### src/rtl/arraysum_if.sv
// Bundle between the array-add stage, the collector and the result consumer.
//   run/index/sum       : one element per cycle while run is high
//   res_valid/res_ready : result handshake
//   res_total/max/count : pass result, stable while res_valid is high
//   busy/seq_err        : status (accumulating / index discontinuity seen)
interface arraysum_if #(
  parameter int unsigned DATA_W = 32,
  parameter int unsigned IDX_W  = 8,
  parameter int unsigned ACC_W  = 40
);
  logic              run;
  logic [IDX_W-1:0]  index;
  logic [DATA_W-1:0] sum;
  logic              res_valid;
  logic              res_ready;
  logic [ACC_W-1:0]  res_total;
  logic [DATA_W-1:0] res_max;
  logic [IDX_W:0]    res_count;
  logic              busy;
  logic              seq_err;

  // Upstream adder plus result consumer.
  modport master (
    output run, index, sum, res_ready,
    input  res_valid, res_total, res_max, res_count, busy, seq_err
  );

  // The collector.
  modport slave (
    input  run, index, sum, res_ready,
    output res_valid, res_total, res_max, res_count, busy, seq_err
  );
endinterface

### src/rtl/arraysum_collector.sv
// Collects one full pass of 2^IDX_W elements from the array-add stage,
// accumulates the total and the maximum, and offers the result on a
// valid/ready port. Index discontinuities set a sticky seq_err.
// Ports: clk, rst_n (async, active low), bus (arraysum_if.slave).
module arraysum_collector #(
  parameter int unsigned DATA_W = 32,
  parameter int unsigned IDX_W  = 8,
  parameter int unsigned ACC_W  = 40
) (
  input  logic       clk,
  input  logic       rst_n,
  arraysum_if.slave  bus
);

  localparam int unsigned CNT_W = IDX_W + 1;
  localparam logic [IDX_W-1:0] LAST_IDX = '1;

  typedef enum logic [1:0] {
    IDLE  = 2'd0,
    ACCUM = 2'd1,
    HOLD  = 2'd2
  } state_e;

  state_e            state_q, state_d;
  logic [ACC_W-1:0]  total_q, total_d;
  logic [DATA_W-1:0] max_q, max_d;
  logic [CNT_W-1:0]  count_q, count_d;
  logic [IDX_W-1:0]  expected_q, expected_d;
  logic              seq_err_q, seq_err_d;
  logic              busy_q, busy_d;
  logic              res_valid_q, res_valid_d;
  logic [ACC_W-1:0]  res_total_q, res_total_d;
  logic [DATA_W-1:0] res_max_q, res_max_d;
  logic [CNT_W-1:0]  res_count_q, res_count_d;

  // State and datapath registers.
  always_ff @(posedge clk or negedge rst_n) begin
    if (!rst_n) begin
      state_q     <= IDLE;
      total_q     <= '0;
      max_q       <= '0;
      count_q     <= '0;
      expected_q  <= '0;
      seq_err_q   <= 1'b0;
      busy_q      <= 1'b0;
      res_valid_q <= 1'b0;
      res_total_q <= '0;
      res_max_q   <= '0;
      res_count_q <= '0;
    end else begin
      state_q     <= state_d;
      total_q     <= total_d;
      max_q       <= max_d;
      count_q     <= count_d;
      expected_q  <= expected_d;
      seq_err_q   <= seq_err_d;
      busy_q      <= busy_d;
      res_valid_q <= res_valid_d;
      res_total_q <= res_total_d;
      res_max_q   <= res_max_d;
      res_count_q <= res_count_d;
    end
  end

  // Next-state and datapath update.
  always_comb begin
    state_d     = state_q;
    total_d     = total_q;
    max_d       = max_q;
    count_d     = count_q;
    expected_d  = expected_q;
    seq_err_d   = seq_err_q;
    res_valid_d = res_valid_q;
    res_total_d = res_total_q;
    res_max_d   = res_max_q;
    res_count_d = res_count_q;

    unique case (state_q)
      IDLE: begin
        // Only an element at index 0 aligns us to a pass.
        if (bus.run && (bus.index == '0)) begin
          total_d    = ACC_W'(bus.sum);
          max_d      = bus.sum;
          count_d    = CNT_W'(1);
          expected_d = IDX_W'(1);
          seq_err_d  = 1'b0;
          state_d    = ACCUM;
        end
      end
      ACCUM: begin
        if (bus.run) begin
          total_d = total_q + ACC_W'(bus.sum);
          if (bus.sum > max_q) begin
            max_d = bus.sum;
          end
          count_d = count_q + CNT_W'(1);
          if (bus.index != expected_q) begin
            seq_err_d = 1'b1;
          end
          // Resync on the observed index; equals expected+1 on a clean step.
          expected_d = bus.index + IDX_W'(1);
          if (bus.index == LAST_IDX) begin
            state_d = HOLD;
          end
        end
      end
      HOLD: begin
        // First HOLD cycle publishes the result; afterwards wait for accept.
        if (!res_valid_q) begin
          res_valid_d = 1'b1;
          res_total_d = total_q;
          res_max_d   = max_q;
          res_count_d = count_q;
        end else if (bus.res_ready) begin
          res_valid_d = 1'b0;
          state_d     = IDLE;
        end
      end
      default: begin
        state_d = IDLE;
      end
    endcase

    busy_d = (state_d == ACCUM);
  end

  assign bus.res_valid = res_valid_q;
  assign bus.res_total = res_total_q;
  assign bus.res_max   = res_max_q;
  assign bus.res_count = res_count_q;
  assign bus.busy      = busy_q;
  assign bus.seq_err   = seq_err_q;

endmodule

### src/flat_wrapper.sv
// flat-port wrapper written by rule: the top's interface ports become plain ports
module arraysum_collector_flat 
#(
  parameter int unsigned DATA_W = 32,
  parameter int unsigned IDX_W  = 8,
  parameter int unsigned ACC_W  = 40
)
  (clk, rst_n, bus_run, bus_index, bus_sum, bus_res_ready, bus_res_valid, bus_res_total, bus_res_max, bus_res_count, bus_busy, bus_seq_err);
  arraysum_if #(.DATA_W(DATA_W), .IDX_W(IDX_W), .ACC_W(ACC_W)) bus_i ();
  input  logic clk;
  input  logic rst_n;
  input wire logic [$bits(bus_i.run)-1:0] bus_run;
  input wire logic [$bits(bus_i.index)-1:0] bus_index;
  input wire logic [$bits(bus_i.sum)-1:0] bus_sum;
  input wire logic [$bits(bus_i.res_ready)-1:0] bus_res_ready;
  output wire logic [$bits(bus_i.res_valid)-1:0] bus_res_valid;
  output wire logic [$bits(bus_i.res_total)-1:0] bus_res_total;
  output wire logic [$bits(bus_i.res_max)-1:0] bus_res_max;
  output wire logic [$bits(bus_i.res_count)-1:0] bus_res_count;
  output wire logic [$bits(bus_i.busy)-1:0] bus_busy;
  output wire logic [$bits(bus_i.seq_err)-1:0] bus_seq_err;
  assign bus_i.run = bus_run;
  assign bus_i.index = bus_index;
  assign bus_i.sum = bus_sum;
  assign bus_i.res_ready = bus_res_ready;
  assign bus_res_valid = bus_i.res_valid;
  assign bus_res_total = bus_i.res_total;
  assign bus_res_max = bus_i.res_max;
  assign bus_res_count = bus_i.res_count;
  assign bus_busy = bus_i.busy;
  assign bus_seq_err = bus_i.seq_err;
  arraysum_collector #(.DATA_W(DATA_W), .IDX_W(IDX_W), .ACC_W(ACC_W)) u_core (.clk(clk), .rst_n(rst_n), .bus(bus_i));
endmodule
### config.mk
export PLATFORM = sky130hd
export DESIGN_NAME = arraysum_collector_flat
export DESIGN_NICKNAME = d
export VERILOG_FILES = /design/src/rtl/arraysum_if.sv /design/src/rtl/arraysum_collector.sv /design/src/flat_wrapper.sv
export SDC_FILE = /design/constraint.sdc
export NUM_CORES = 1
export LEC_CHECK = 0
export CORE_MARGIN = 5
export CORE_UTILIZATION = 35
export CTS_BUF_LIST = sky130_fd_sc_hd__clkbuf_2 sky130_fd_sc_hd__clkbuf_4 sky130_fd_sc_hd__clkbuf_8
export CTS_CLUSTER_SIZE = 24
export DETAILED_ROUTE_END_ITERATION = 12
export SLEW_MARGIN = 40
export SYNTH_ARGS = -nofsm -noshare
export SYNTH_HDL_FRONTEND = slang
export SYNTH_SLANG_ARGS = --single-unit
### constraint.sdc
create_clock -name clk -period 4 [get_ports clk]
set_input_delay 0.8 -clock clk [delete_from_list [all_inputs] [get_ports clk]]
set_output_delay 0.8 -clock clk [all_outputs]
set_load 0.01 [all_outputs]
==> out/results.txt, run 1 <==
Outcome: finished, final reports clean
Max stage delay on crit path: 510 ps
Final Max Tran Viols: 0
Synth cell count leaders: dfrtp_1 (175), mux2_2 (112), ha_1 (67)
Starting Density: 35.4%
Crit-path most repeated cell: a21oi_1
Clk pin slew, worst setup/hold paths: 100 ps
Top Family by Delay on Critical Path: compound AO/OA/AOI/OAI gates
Largest net degree at the start of global routing: 82
Period utilization: 94.5%
Row count: 60
Final setup viols: 0
Count of final hold-check violations: 0
Post-CTS Hold Fix Bufs: 0
Clock sinks: 175
Port Buf Inserts: 127
Max cap viols: 0
Worst r2r src: u_core.total_q[0]$_DFFE_PN0P_
Place WS: -194 ps
Final Critical Period: 3780 ps
Die H: 175 µm
H-Tree Depth: 4
Kind of end point of the critical path: flip-flop
TritonRoute pass-1 iters: 4
Cell at the slowest stage of the critical path: clkdlybuf4s50_1
GP Congestion: 0.857
Peak supply drop: 0.000195 V
Iteration-0 DRC Markers: 448
Max Fclk: 0.265 GHz
Clk_skew: 14.8 ps
Number of remaining DRC errors: 0
Crit Path Category: input port to flip-flop
Longest Clk Path Bufs: 2
Placeable Area: 0.0269 mm²
Post-synth EDFFs: 0
Wire per inst: 16.9 µm
Relative slew slack: 58.1%
Critical Path Start Type: input port
# diodes: 0
Post-synthesis register bit count: 175
Synth Area per Inst: 10.8 µm²
Num CTS Buffers: 17
WHS: 325 ps
Die width: 175 µm
Post-Syn Instances: 878
Post-CTS Setup Inserts: 0
Min-delay worst type: input port to asynchronous set/reset pin
Sequential Area: 0.00438 mm²
Vias per inst: 5.17
Worst R2R Setup Slack: 720 ps
CP max FO: 5
Die area: 0.0305 mm²
Clock Root Buffer: clkbuf_8
Vias in the first global route: 7326
Post-synth top flop: dfrtp_1
Global route overflow: 0
Synth warn: 0
Buf/Inv on CP: 2
Post-synth top area cell: dfrtp_1
Power per cell area: 504 mW/mm²
CP required: 4380 ps
Actual slew at the worst max-slew pin: 628 ps
Register area share after synthesis: 46.1%
DRT antenna net count: 0
Detailed Place HPWL: 16700 µm
Top-count cell post-synth: dfrtp_1
Clk Latency, worst-skew pair: 460 ps
Area Growth Syn to Fin: 24.4%
I/O Pins: 128
Post-Syn Nets: 990
Via Count: 7148
Fin nets: 1141
Worst flop-to-flop path endpoint: u_core.total_q[38]$_DFFE_PN0P_
RSZ-0062 raised after global routing: false
Yosys cell types: 59
Leading post-synthesis cells by cell area: dfrtp_1 (46%), mux2_2 (13%), ha_1 (8.8%)
WP data arrival: 4160 ps
Critical Path Stages: 13
Final WS setup: 221 ps
Multi-input logic area: 0.00482 mm²
Mapped cell area: 0.00950 mm²
Layout cell share with drive strength beyond 1: 18.8%
Initial antenna violation count: 0
Synth top area share: 46.1%
Post-cts resize count: 0
Leakage: 5.53 nW
CP Cell Sequence: clkdlybuf4s50_1 -> ha_1 -> inv_1 -> fa_1 -> nand2b_1 -> a21oi_1 -> o21ai_0 -> o31ai_2 -> a41oi_1 -> o21ai_1 -> a31oi_1 -> or3_1 -> a21oi_1
Register-to-Register Path Depth: 12
Final WL: 23300 µm
Ys async rst share: 100%
GRT Total Usage: 15.6%
First-pass GRT wire length: 39000 µm
CTS tree: done
Filler cell count: 2544
==> power breakdown <==
part	switching (mW)	internal, mW	total [mW]
logic	1.23	1.10	2.33
registers	0.276	2.10	2.37
clock network	0.661	0.592	1.25
total	2.17	3.79	5.95
==> through the flow <==
step	cell area [µm²]	TNS, ps	power, mW	util (%)	instances
2_1_floorplan	9500	0	4.06	-	878
3_3_place_gp	11400	-79.6	4.69	42.5	1351
3_5_place_dp	11400	-560	4.73	42.5	1351
4_1_cts	11800	0	6.02	44.0	1383
5_1_grt	11800	0	6.45	44.0	1383
6_report	11800	0	5.95	44.0	1383
==> worst max-delay path by stage <==
stage / from / end / slack (ps)
after floorplan: bus_sum[0] / u_core.total_q[38]$_DFFE_PN0P_ / 730
after global placement: bus_sum[0] / u_core.total_q[38]$_DFFE_PN0P_ / -80
after detailed placement: bus_sum[0] / u_core.total_q[38]$_DFFE_PN0P_ / -190
after CTS: bus_sum[0] / u_core.total_q[38]$_DFFE_PN0P_ / 300
after global routing: bus_sum[0] / u_core.total_q[38]$_DFFE_PN0P_ / 7
final: bus_sum[0] / u_core.total_q[38]$_DFFE_PN0P_ / 220
==> sequential cells by signal (all words and copies together) (netlist names) <==
signal,count
u_core.count_q,9
u_core.bus.res_total,40
u_core.bus.res_count,9
u_core.max_q,32
u_core.bus.res_valid,1
u_core.bus.res_max,32
u_core.state_q,2
u_core.bus.busy,1
u_core.expected_q,8
u_core.bus.seq_err,1
u_core.total_q,40
==> cell families after synthesis <==
group           after synthesis  synth area share (%)
compound gates              206                  13.8
simple gates                179                  9.47
flops                       175                  46.1
mux                         119                  14.0
buf+inv                      84                  3.33
fa+ha+maj                    68                  9.03
xor+xnor                     47                  4.33
==> worst reg2reg max path, stage by stage (launching register included) <==
cell      delay, ps
dfrtp_1         380
ha_1            190
inv_1            60
fa_1            390
nand2b_1        180
a21oi_1         170
o21ai_0         170
o31ai_2         370
a41oi_1         320
o21ai_1         310
a31oi_1         190
or3_1           340
a21oi_1         140
==> layer usage <==
metal,track usage (%),vias up,wire [µm]
li1,-,3475,-
met2,24.5,130,10500
met1,22.0,3524,11500
met3,3.48,19,980
met4,3.96,0,314
met5,0,-,0
==> cells in the final DEF, fill, tap and decap left out, drive strengths merged, types with 40 or more instances in the layout <==
master and n:
dfrtp 175, clkdlybuf4s50 126, mux2 112, ha 67, a21oi 57, o21ai 56, inv 51, nand2 45
nor2 40, buf 40
==> layout make-up <==
cell class	count	area share, %
Multi-Input combinational cell	619	40.8
Sequential cell	175	37.0
Timing Repair Buffer	166	13.7
Tap cell	341	3.61
Clock buffer	25	2.70
Inverter	50	1.59
Clock inverter	7	0.656
Note: power is estimated with default switching activity, not from simulation.
==> inputs of run 2 (changes only) <==
clock period = 4.7 ns   (was 4 ns; I/O delays follow)
==> out/results.txt, run 2 (synthesis gave the netlist of run 1 again) <==
Outcome: finished, final reports clean
Largest net degree at the start of global routing: 106 (+29%)
Post-CTS Hold Fix Bufs: 0 (unchanged)
Most frequent cells in the layout: dfrtp_1 (175), clkdlybuf4s50_1 (126), mux2_2 (112)
Final Max Tran Viols: 0 (unchanged)
Filler cell count: 2631 (+3.4%)
CTS tree: done
Clk pin slew, worst setup/hold paths: 100 ps (about the same)
Row count: 60 (unchanged)
Vias per inst: 5.20 (+0.54%)
WHS: 374 ps (+49.2 ps)
Initial antenna violation count: 0 (unchanged)
Detailed Place HPWL: 16800 µm (+0.60%)
Die area: 0.0305 mm² (unchanged)
Leakage: 5.40 nW (-2.5%)
Starting Density: 35.4% (unchanged)
Min-delay worst type: input port to asynchronous set/reset pin
Final setup viols: 0 (unchanged)
H-Tree Depth: 4 (unchanged)
Final Critical Period: 4030 ps
Global route overflow: 0 (unchanged)
Max cap viols: 0 (unchanged)
Via Count: 7057 (-1.3%)
TritonRoute pass-1 iters: 4 (unchanged)
Clock Root Buffer: clkbuf_8
Cell at the slowest stage of the critical path: clkdlybuf4s50_1
Max stage delay on crit path: 500 ps (about the same)
I/O Pins: 128 (unchanged)
Place WS: 266 ps (+460 ps)
Critical Path Start Type: input port
Crit-path most repeated cell: a21oi_1
Vias in the first global route: 7241 (-1.2%)
CP max FO: 5 (unchanged)
Post-CTS Setup Inserts: 0 (unchanged)
Final WL: 23200 µm (-0.46%)
Clock sinks: 175 (unchanged)
GR met2 Demand/Resource: 25.0% (+0.41 points)
Num CTS Buffers: 17 (unchanged)
GRT met3 Usage: 3.12% (-0.37 points)
Post-route setup TNS: 0 ps (unchanged)
# diodes: 0 (unchanged)
Max Fclk: 0.248 GHz
Port Buf Inserts: 127 (unchanged)
Iteration-0 DRC Markers: 414 (-7.6%)
GP Congestion: 0.858 (+0.19%)
RSZ-0062 raised after global routing: false
Longest Clk Path Bufs: 2 (unchanged)
GRT Max-Usage Layer: met2
Period utilization: 85.8%
Placeable Area: 0.0269 mm² (unchanged)
Area Growth Syn to Fin: 22.1%
Power per cell area: 426 mW/mm² (-15%)
Peak supply drop: 0.000177 V (-9.5%)
WP data arrival: 4420 ps (+260 ps)
Layout cell share with drive strength beyond 1: 16.9% (-1.9 points)
GRT Total Usage: 15.7% (+0.043 points)
Final WS setup: 669 ps (+448 ps)
Fin nets: 1116 (-2.2%)
Count of final hold-check violations: 0 (unchanged)
DRT antenna net count: 0 (unchanged)
Met1 Usage GRT: 22.1% (+0.038 points)
Actual slew at the worst max-slew pin: 681 ps (+53.1 ps)
Most common cell after layout, fill and taps aside: dfrtp_1
Die H: 175 µm (unchanged)
Number of remaining DRC errors: 0 (unchanged)
Die width: 175 µm (unchanged)
Clk Latency, worst-skew pair: 460 ps (about the same)
Kind of end point of the critical path: flip-flop
Clk_skew: 15.2 ps (+0.443 ps)
CP required: 5090 ps (+710 ps)
Post-cts resize count: 0 (unchanged)
First-pass GRT wire length: 39000 µm (-0.14%)
Crit Path Category: input port to flip-flop
Relative slew slack: 54.6% (-3.5 points)
Wire per inst: 17.1 µm (+1.4%)
CP Cell Sequence: clkdlybuf4s50_1 -> ha_1 -> inv_1 -> fa_1 -> nand2b_1 -> a21oi_1 -> o21ai_0 -> o31ai_2 -> a41oi_1 -> o21ai_1 -> a31oi_1 -> or3_1 -> a21oi_1
run 2: changes by cell type in the layout (fill, tap and decap cells not counted), sizes merged:
cell      before  now
buf           40   15
clkbuf        25   22
clkinvlp       1    3
inv           51   53
bufinv         1    0
run 2: final cells by class:
| class | instances | area (µm²) | area share (%) |
|---|---|---|---|
| clock buffer | 22 | 297 | 2.55 |
| sequential | 175 | 4380 | 37.7 |
| clock inverter | 10 | 76.3 | 0.657 |
| multi-input combinational | 619 | 4820 | 41.5 |
| timing repair buffer | 141 | 1420 | 12.2 |
| tap | 341 | 427 | 3.68 |
| inverter | 50 | 188 | 1.62 |
run 2: report_power, final:
group / switching, mW / internal (mW) / leakage, nW / total [mW]
Clock: 0.578 / 0.434 / 0.186 / 1.01
Combinational: 1.03 / 0.882 / 2.88 / 1.91
Sequential: 0.232 / 1.79 / 2.33 / 2.02
run 2: path summary, 6_finish.rpt:
| check | startpoint | to | slack, ps | depth (start not counted) |
|---|---|---|---|---|
| min in group clk | u_core.bus.res_max[3]$_DFFE_PN0P_ | u_core.bus.res_max[3]$_DFFE_PN0P_ | 510 | 1 |
| worst max register to register | u_core.total_q[0]$_DFFE_PN0P_ | u_core.total_q[38]$_DFFE_PN0P_ | 1300 | 12 |
| worst max-delay path | bus_sum[0] | u_core.total_q[38]$_DFFE_PN0P_ | 670 | 13 |
| worst min-delay path | rst_n | u_core.bus.res_max[15]$_DFFE_PN0P_ | 370 | 1 |
| worst min register to register | u_core.bus.res_max[3]$_DFFE_PN0P_ | u_core.bus.res_max[3]$_DFFE_PN0P_ | 510 | 1 |
| max in group asynchronous | rst_n | u_core.bus.res_total[11]$_DFFE_PN0P_ | 3320 | 3 |
run 2: critical path, delay by kind of cell:
family / cells / cell delay, ps
AOI/OAI and AO/OA: 7 / 1770
adders and majority gates: 2 / 590
buffers and inverters: 2 / 570
and+or+nand+nor: 2 / 540
run 2: routing by layer:
layer / wire, µm / vias up
met4: 221 / 0
met1: 11400 / 3487
met2: 10700 / 120
met3: 917 / 13
li1: - / 3437
met5: 0 / -
run 2: stage by stage:
step	instance area (µm²)	std cells	util, %	power [mW]
global route	11600	1358	43.2	5.37
detailed placement	11200	1325	41.7	3.95
floorplan	9500	878	-	3.46
global placement	11200	1324	41.6	3.92
finish	11600	1358	43.2	4.94
CTS	11600	1357	43.1	4.99
